## src/rtl/log_offset_arbiter.sv

```systemverilog
// log_offset_arbiter
//   Round-robin front end that lets NUM_REQ log-domain converters share a
//   single 4-bit-offset log LUT. The granted offset is looked up and then
//   registered into a one-entry response slot. That slot is returned with
//   the requester ID on a valid/ready channel.
//
// Ports
//   clk         rising-edge clock
//   rst         asynchronous, active-high reset
//   en          allows new grants when high
//   req_valid   per-requester request valid             [NUM_REQ]
//   req_offset  per-requester offset, 4 bits each       [NUM_REQ*4]
//   req_ready   per-requester accept, at most one high  [NUM_REQ]
//   rsp_valid   response slot occupied
//   rsp_id      requester index owning the response     [IDX_W]
//   rsp_log     LUT result                              [24]
//   rsp_ready   downstream accepts the response
//   busy        mirror of rsp_valid
module log_offset_arbiter #(
  parameter int NUM_REQ = 4,
  localparam int IDX_W = $clog2(NUM_REQ)
) (
  input  logic                   clk,
  input  logic                   rst,
  input  logic                   en,
  input  logic [NUM_REQ-1:0]     req_valid,
  input  logic [NUM_REQ*4-1:0]   req_offset,
  output logic [NUM_REQ-1:0]     req_ready,
  output logic                   rsp_valid,
  output logic [IDX_W-1:0]       rsp_id,
  output logic [23:0]            rsp_log,
  input  logic                   rsp_ready,
  output logic                   busy
);

  logic [IDX_W-1:0] rr_ptr;
  logic             slot_free;
  logic             arb_ok;
  logic             grant_found;
  logic             accept;
  logic [IDX_W-1:0] grant_idx;
  logic [IDX_W-1:0] rr_next;
  logic [3:0]       grant_offset;
  logic [23:0]      grant_log;

  function automatic logic [23:0] lut_log_offset(input logic [3:0] offset);
    logic [23:0] val;
    case (offset)
      4'd0, 4'd1: val = 24'h000000;
      4'd2:       val = 24'hA98A98;
      4'd3:       val = 24'hF44F44;
      default:    val = 24'h100100;
    endcase
    return val;
  endfunction

  // The slot can take a new entry when it is empty or is being drained in
  // this same cycle. That gives back-to-back responses with no bubble.
  assign slot_free = !rsp_valid || rsp_ready;
  // Gating with rst keeps req_ready low for the whole reset.
  assign arb_ok    = en && slot_free && !rst;

  // Rotating priority. First search indices at or above rr_ptr. If none is
  // valid, wrap around and search the indices below rr_ptr.
  always_comb begin
    grant_found = 1'b0;
    grant_idx   = '0;
    for (int i = 0; i < NUM_REQ; i++) begin
      if (!grant_found && req_valid[i] && (IDX_W'(i) >= rr_ptr)) begin
        grant_found = 1'b1;
        grant_idx   = IDX_W'(i);
      end
    end
    for (int i = 0; i < NUM_REQ; i++) begin
      if (!grant_found && req_valid[i] && (IDX_W'(i) < rr_ptr)) begin
        grant_found = 1'b1;
        grant_idx   = IDX_W'(i);
      end
    end
  end

  assign accept = arb_ok && grant_found;

  always_comb begin
    req_ready = '0;
    if (accept) req_ready[grant_idx] = 1'b1;
  end

  always_comb begin
    grant_offset = '0;
    for (int i = 0; i < NUM_REQ; i++) begin
      if (grant_idx == IDX_W'(i)) grant_offset = req_offset[4*i +: 4];
    end
  end

  assign grant_log = lut_log_offset(grant_offset);
  assign rr_next   = (grant_idx == IDX_W'(NUM_REQ-1)) ? '0 : grant_idx + IDX_W'(1);

  always_ff @(posedge clk or posedge rst) begin
    if (rst) begin
      rsp_valid <= 1'b0;
      rsp_id    <= '0;
      rsp_log   <= '0;
      rr_ptr    <= '0;
    end else if (accept) begin
      rsp_valid <= 1'b1;
      rsp_id    <= grant_idx;
      rsp_log   <= grant_log;
      rr_ptr    <= rr_next;
    end else if (rsp_valid && rsp_ready) begin
      rsp_valid <= 1'b0;
    end
  end

  assign busy = rsp_valid;

endmodule

```

## config.mk

```make
export PLATFORM = sky130hd
export DESIGN_NAME = log_offset_arbiter
export DESIGN_NICKNAME = d
export VERILOG_FILES = /design/src/rtl/log_offset_arbiter.sv
export SDC_FILE = /design/constraint.sdc
export NUM_CORES = 1
export LEC_CHECK = 0
export CELL_PAD_IN_SITES_DETAIL_PLACEMENT = 1
export CELL_PAD_IN_SITES_GLOBAL_PLACEMENT = 1
export CORE_MARGIN = 2
export CORE_UTILIZATION = 44
export DETAILED_ROUTE_END_ITERATION = 10
export DONT_BUFFER_PORTS = 1
export GPL_TIMING_DRIVEN = 0
export PLACE_DENSITY_LB_ADDON = 0.15
export SYNTH_ARGS = -nofsm -noshare
export SYNTH_HDL_FRONTEND = slang
export SYNTH_SLANG_ARGS = --single-unit
```

## constraint.sdc

```tcl
create_clock -name clk -period 6 [get_ports clk]
set_input_delay 0.9 -clock clk [delete_from_list [all_inputs] [get_ports clk]]
set_output_delay 0.9 -clock clk [all_outputs]
set_load 0.05 [all_outputs]
```

=== Word level (Yosys, flattened, before mapping) ===
Index checks and enable logic that the tools add are counted.

* Register bits after elaboration: 29
* Bits in latches: 0
* Memory bits (writable): 0
* Bits in read-only memories: 0
* Bits of input ports: 24
* Output and inout bits: 32
* Memories: 0

* $add $sub $neg: 1
* Multipliers: 0
* Divide/modulo/power cells: 0
* Order comparisons: 10
* Eq/ne operators: 6
* Shift-type cells: 0
* Muxes and demuxes: 26
* Bitwise gates (word level): 0
* Reduce and logical (&&, ||, !) cells: 34

{| class="wikitable"
|+ Operator list
! operator !! count
|-
| $pmux 24 s3 || 1
|-
| $logic_and 1x1->1 || 20
|-
| $mux 4 || 5
|-
| $mux 2 || 7
|-
| $mux 1 || 12
|-
| $logic_not 1->1 || 9
|-
| $eq 4x2->1 const B || 2
|-
| $eq 2x2->1 const B || 2
|-
| $eq 4x1->1 const B || 1
|-
| $ge 1x2->1 const A || 2
|-
| $ge 2x2->1 const A || 2
|-
| $logic_not 4->1 || 1
|-
| $lt 1x2->1 const A || 2
|-
| $lt 2x2->1 const A || 2
|-
| $lt 2x3->1 const B || 1
|-
| $add 2x1->2 const B || 1
|-
| $demux 1 s2 || 1
|-
| $eq 2x1->1 const B || 1
|-
| $ge 2x1->1 const B || 1
|-
| $logic_not 2->1 || 1
|-
| $reduce_bool 2->1 || 1
|-
| $reduce_or 2->1 || 1
|-
| $logic_or 1x1->1 || 1
|}

=== Longest topological paths before layout ===
* Word-level depth: 39
* Mapped depth: 9
* Mapped depth without buffers: 9

=== Worst setup path before layout ===
OpenSTA, ideal clock, no wires.

* Path kind: input -> output
* From: in req_valid[3]
* To: out req_ready[3]
* Data arrival time: 2,279 ps
* Setup slack: 2,821 ps
* Stages: 6
* Buffers on the path: 1
* Cell sequence: nand3b_1 -> o21ai_0 -> a221oi_1 -> ha_1 -> clkbuf_1 -> and2_2

* Cells in the longest elaborated chain, start to end: 24
* Elaborated cells on any way between the ends: 31
* Classes of those cells: order compare: 2; mux: 13; reduce/logical: 16

{| class="wikitable"
|+ RTL lines
! element !! RTL line !! RTL
|-
| start, declared || 26 || <nowiki>input logic [NUM_REQ-1:0] req_valid,</nowiki>
|-
| $logic_and 1x1->1 (2 in a row) || 69 || <nowiki>if (!grant_found && req_valid[i] && (IDX_W'(i) >= rr_ptr)) begin</nowiki>
|-
| $mux 1 || 69 ||
|-
| $logic_not 1->1 || 75 || <nowiki>if (!grant_found && req_valid[i] && (IDX_W'(i) < rr_ptr)) begin</nowiki>
|-
| $logic_and 1x1->1 (2 in a row) || 75 ||
|-
| $mux 1 || 75 ||
|-
| $logic_not 1->1 || 75 ||
|-
| $logic_and 1x1->1 (2 in a row) || 75 ||
|-
| $mux 1 || 75 ||
|-
| (+5 left out) || n/a ||
|-
| $logic_and 1x1->1 (2 in a row) || 75 ||
|-
| $mux 2 (*) || 75 ||
|-
| via grant_idx[1] || 41 || <nowiki>logic [IDX_W-1:0] grant_idx;</nowiki>
|-
| $lt 2x3->1 (not written as such) / $ge 2x1->1 (equally long branches) || 86 || <nowiki>if (accept) req_ready[grant_idx] = 1'b1;</nowiki>
|-
| $logic_and 1x1->1 (not written as such) || 86 ||
|-
| $mux 1 (not written as such) || 86 ||
|-
| $demux 1 s2 (*) || 86 ||
|-
| $mux 4 (*) || 86 ||
|-
| end, declared || 28 || <nowiki>output logic [NUM_REQ-1:0] req_ready,</nowiki>
|}

The timed path passes the listed nets; every way through them passes the cells marked *.

=== Worst setup path in the final report ===
Same ends and word-level chain as after synthesis.

==> PnR_summary.wiki <==
{| class="wikitable"
! Metric !! Value
|-
| LEAKAGE || 0.437 nW
|-
| Internal Power || 0.205 mW
|-
| DRT Pass-1 Iters || 4
|-
| Detail Route met3 WL || 147 um
|-
| Leading post-synthesis cells by instance count || sky130_fd_sc_hd__buf_4, sky130_fd_sc_hd__dfrtp_1, sky130_fd_sc_hd__nor2_1, sky130_fd_sc_hd__inv_1
|-
| Flops & latches, synth || 9
|-
| Count of buffers from port buffering || 0
|-
| Starting Density || 0.472
|-
| Number of enable-type register cells in the synthesized netlist || 0
|-
| Placed wire-length estimate after detailed placement || approximately 1.4 mm
|-
| Die Width || ~47 um
|-
| Time the worst path needs with I/O delays and setup || 3400 ps
|-
| 1st-iter DRT viols || 5
|-
| Warnings from Yosys || 0
|-
| Met1 wire length || 673 um
|-
| Final hold viol count || 0
|-
| Switching Power || about 0.33 mW
|-
| Total congestion overflow || 0
|-
| Final worst-path setup slack || roughly 2600 ps
|-
| Average via count per standard cell || between 5 and 6
|-
| Root Driver || sky130_fd_sc_hd__clkbuf_4
|-
| Hold buffer count at cts || 0
|-
| Worst Path Required || slightly above 5000 ps
|-
| DIE HEIGHT || approximately 47 um
|-
| Latest clock arrival within the worst-skew pair || 260 ps
|-
| Uppermost signal routing layer after detailed routing || met4
|-
| Switch share || 0.618
|-
| Antenna diode instance count || 0
|-
| Max rail drop VDD || 0.000219 V
|-
| # IOs || 56
|-
| Total power || 0.537 mW
|-
| H-tree Lvls || 1
|-
| Area leader, netlist || sky130_fd_sc_hd__dfrtp_1
|-
| Post-detailed-route wirelength per cell || 13.1 um
|-
| Core area || around 1700 um^2
|-
| Clock share of power || 0.087
|-
| Worst setup slack before clock tree synthesis || 2580 ps
|-
| Hold Slack || 506 ps
|-
| Combinational group share of total power || 0.596
|-
| Upper clock frequency limit || 294 MHz
|-
| TritonCTS clock tree || yes
|-
| Vias in the first global route || between 500 and 600
|-
| Vias after detailed routing || roughly 640
|-
| Syn Inst Count || 93
|-
| Largest net degree at the start of global routing || 12
|-
| Register area || approximately 230 um^2
|-
| Sequential fraction of design power || 0.318
|-
| Maximum fanout encountered on the critical timing path || 10
|-
| Routed length on met2 || 826 um
|-
| Final period utilization || 0.567
|-
| Aggregate global-route resource usage || 0.165
|-
| Endpoints failing setup || 0
|-
| Most area-consuming cells after synthesis || sky130_fd_sc_hd__dfrtp_1, sky130_fd_sc_hd__buf_4, sky130_fd_sc_hd__ha_1
|-
| Worst slew margin || 0.400
|-
| Number of buffers created by CTS || 3
|-
| Total Die Area || 2210 um^2
|-
| Final weighted congestion in routability-driven placement || about 0.67
|-
| Row cnt || 15
|-
| Area delta synth->final || 9.37%
|-
| Least-Margin Pin Slew || 897 ps
|-
| Count leader, synth || sky130_fd_sc_hd__buf_4
|-
| Mean instance size in the synthesized netlist || 8.76 um^2
|-
| Result of the run || finished, final reports clean
|-
| PwrDens || roughly 600 nW/um^2
|-
| Number of library cell types mapped by synthesis || 30
|-
| RSZ-0062 raised after global routing || no
|-
| Final nets || 131
|-
| Max Slew Vio Count || 0
|-
| Area of the mapped netlist || 815 um^2
|-
| Multi-input gate area || 409 um^2
|-
| Number of gates given a new drive strength after cts || 0
|-
| Number of cells traversed by the worst register-to-register path || 8
|-
| Max Root-Sink Buffers || 2
|-
| Critical Path End Type || output port
|-
| Top flip-flop cell by instance count after synthesis || sky130_fd_sc_hd__dfrtp_1
|-
| Sequential area share after synthesis || 0.276
|-
| Final-layout setup total negative slack || 0 ps
|-
| Number of antenna violations at the first check in global routing || 0
|-
| Top-area cell type share of the netlist area || 0.276
|-
| WL final || 1.66 mm
|-
| Type of the worst min-delay path || input port to async pin
|-
| Number of buffers added for setup after CTS || 0
|-
| Number of filler instances in the final layout || 224
|-
| Residual antenna-violating net count after detailed routing || 0
|-
| Critical path start-end classification || input port to output port
|-
| Total clock sinks || 9
|-
| Drt drc || 0
|-
| Maximum clock skew at final layout || 1.79 ps
|-
| Async SR Flop Fraction || 1.00
|-
| Crit path launch type || input port
|-
| Count of maximum capacitance violations || 0
|-
| Wire length of the first global-routing pass || 2.53 mm
|-
| CP arrival || 2500 ps
|-
| Proportion of layout cells with a drive suffix above 1 || 0.314
|-
| CTS clock-pin slew for the worst setup and hold paths || 60 ps
|}
kinds of logic (layout without fill, tap and decap cells):
logic type	count (synthesis)	count (layout)	synth area share
buffers and inverters	30	34	0.244
and+or+nand+nor	27	27	0.198
AOI/OAI and AO/OA	18	18	0.158
DFF	9	9	0.277
adders and majority gates	4	4	0.0614
muxes	4	4	0.0568
other	1	6	0.00460
per-layer routing:
metal,vias to the layer above,GRT usage
li1,315,-
met1,291,0.210
met2,31,0.268
met3,2,0.0385
met4,0,0.0667
met5,-,0
sequential cells by signal, indices dropped and copies added, names as in the netlist:
signal	flops
rr_ptr	2
busy	1
rsp_id	2
rsp_log	4
final timing paths:
| kind | start | endpoint | slack [ps] |
|---|---|---|---|
| worst min register to register | rr_ptr[0] | rr_ptr[0] | 620 |
| max in group asynchronous | rst | rsp_log[19] | 5210 |
| min in group clk | rr_ptr[0] | rr_ptr[0] | 620 |
| worst max register to register | rr_ptr[1] | rsp_log[21] | 3220 |
| worst max-delay path | req_valid[3] | req_ready[3] | 2600 |
| worst min-delay path | rst | rsp_id[0] | 510 |
critical path, cell delays in order:
cell and delay [ps]:
sky130_fd_sc_hd__mux2i_1 50, sky130_fd_sc_hd__a221oi_1 600, sky130_fd_sc_hd__ha_1 250, sky130_fd_sc_hd__clkbuf_1 320, sky130_fd_sc_hd__and2_2 390
power by group through the flow:
stage | clock network (mW) | registers [mW] | logic, mW
6_report | 0.0466 | 0.171 | 0.320
5_1_grt | 0.0518 | 0.176 | 0.341
4_1_cts | 0.0488 | 0.171 | 0.323
3_5_place_dp | 0 | 0.172 | 0.323
3_3_place_gp | 0 | 0.171 | 0.316
2_1_floorplan | 0 | 0.165 | 0.299
stage by stage:
stage	area, um^2	util	instances
floorplan	833	-	98
global placement	865	0.501	123
detailed placement	865	0.501	123
CTS	891	0.516	127
global route	891	0.516	127
finish	891	0.516	127
cell type report:
| cell class | count | area share |
|---|---|---|
| Tap cell | 25 | 0.0351 |
| Sequential cell | 9 | 0.253 |
| Inverter | 7 | 0.0295 |
| Buffer | 23 | 0.194 |
| Clock buffer | 4 | 0.0295 |
| Multi-Input combinational cell | 59 | 0.459 |
layout by cell type, fill, tap and decap left out, types with 2 or more instances in the layout:
cell	count
sky130_fd_sc_hd__a211oi_1	3
sky130_fd_sc_hd__a21oi_1	2
sky130_fd_sc_hd__a221oi_1	4
sky130_fd_sc_hd__a22o_1	2
sky130_fd_sc_hd__and2_2	3
sky130_fd_sc_hd__buf_4	21
sky130_fd_sc_hd__clkbuf_1	2
sky130_fd_sc_hd__clkbuf_4	3
sky130_fd_sc_hd__conb_1	6
sky130_fd_sc_hd__dfrtp_1	9
sky130_fd_sc_hd__ha_1	4
sky130_fd_sc_hd__inv_1	7
sky130_fd_sc_hd__mux2i_1	2
sky130_fd_sc_hd__nand2_1	4
sky130_fd_sc_hd__nand3b_1	3
sky130_fd_sc_hd__nor2_1	8
sky130_fd_sc_hd__nor3b_1	2
sky130_fd_sc_hd__o21ai_0	4
Note: power is estimated with default switching activity, not from simulation.
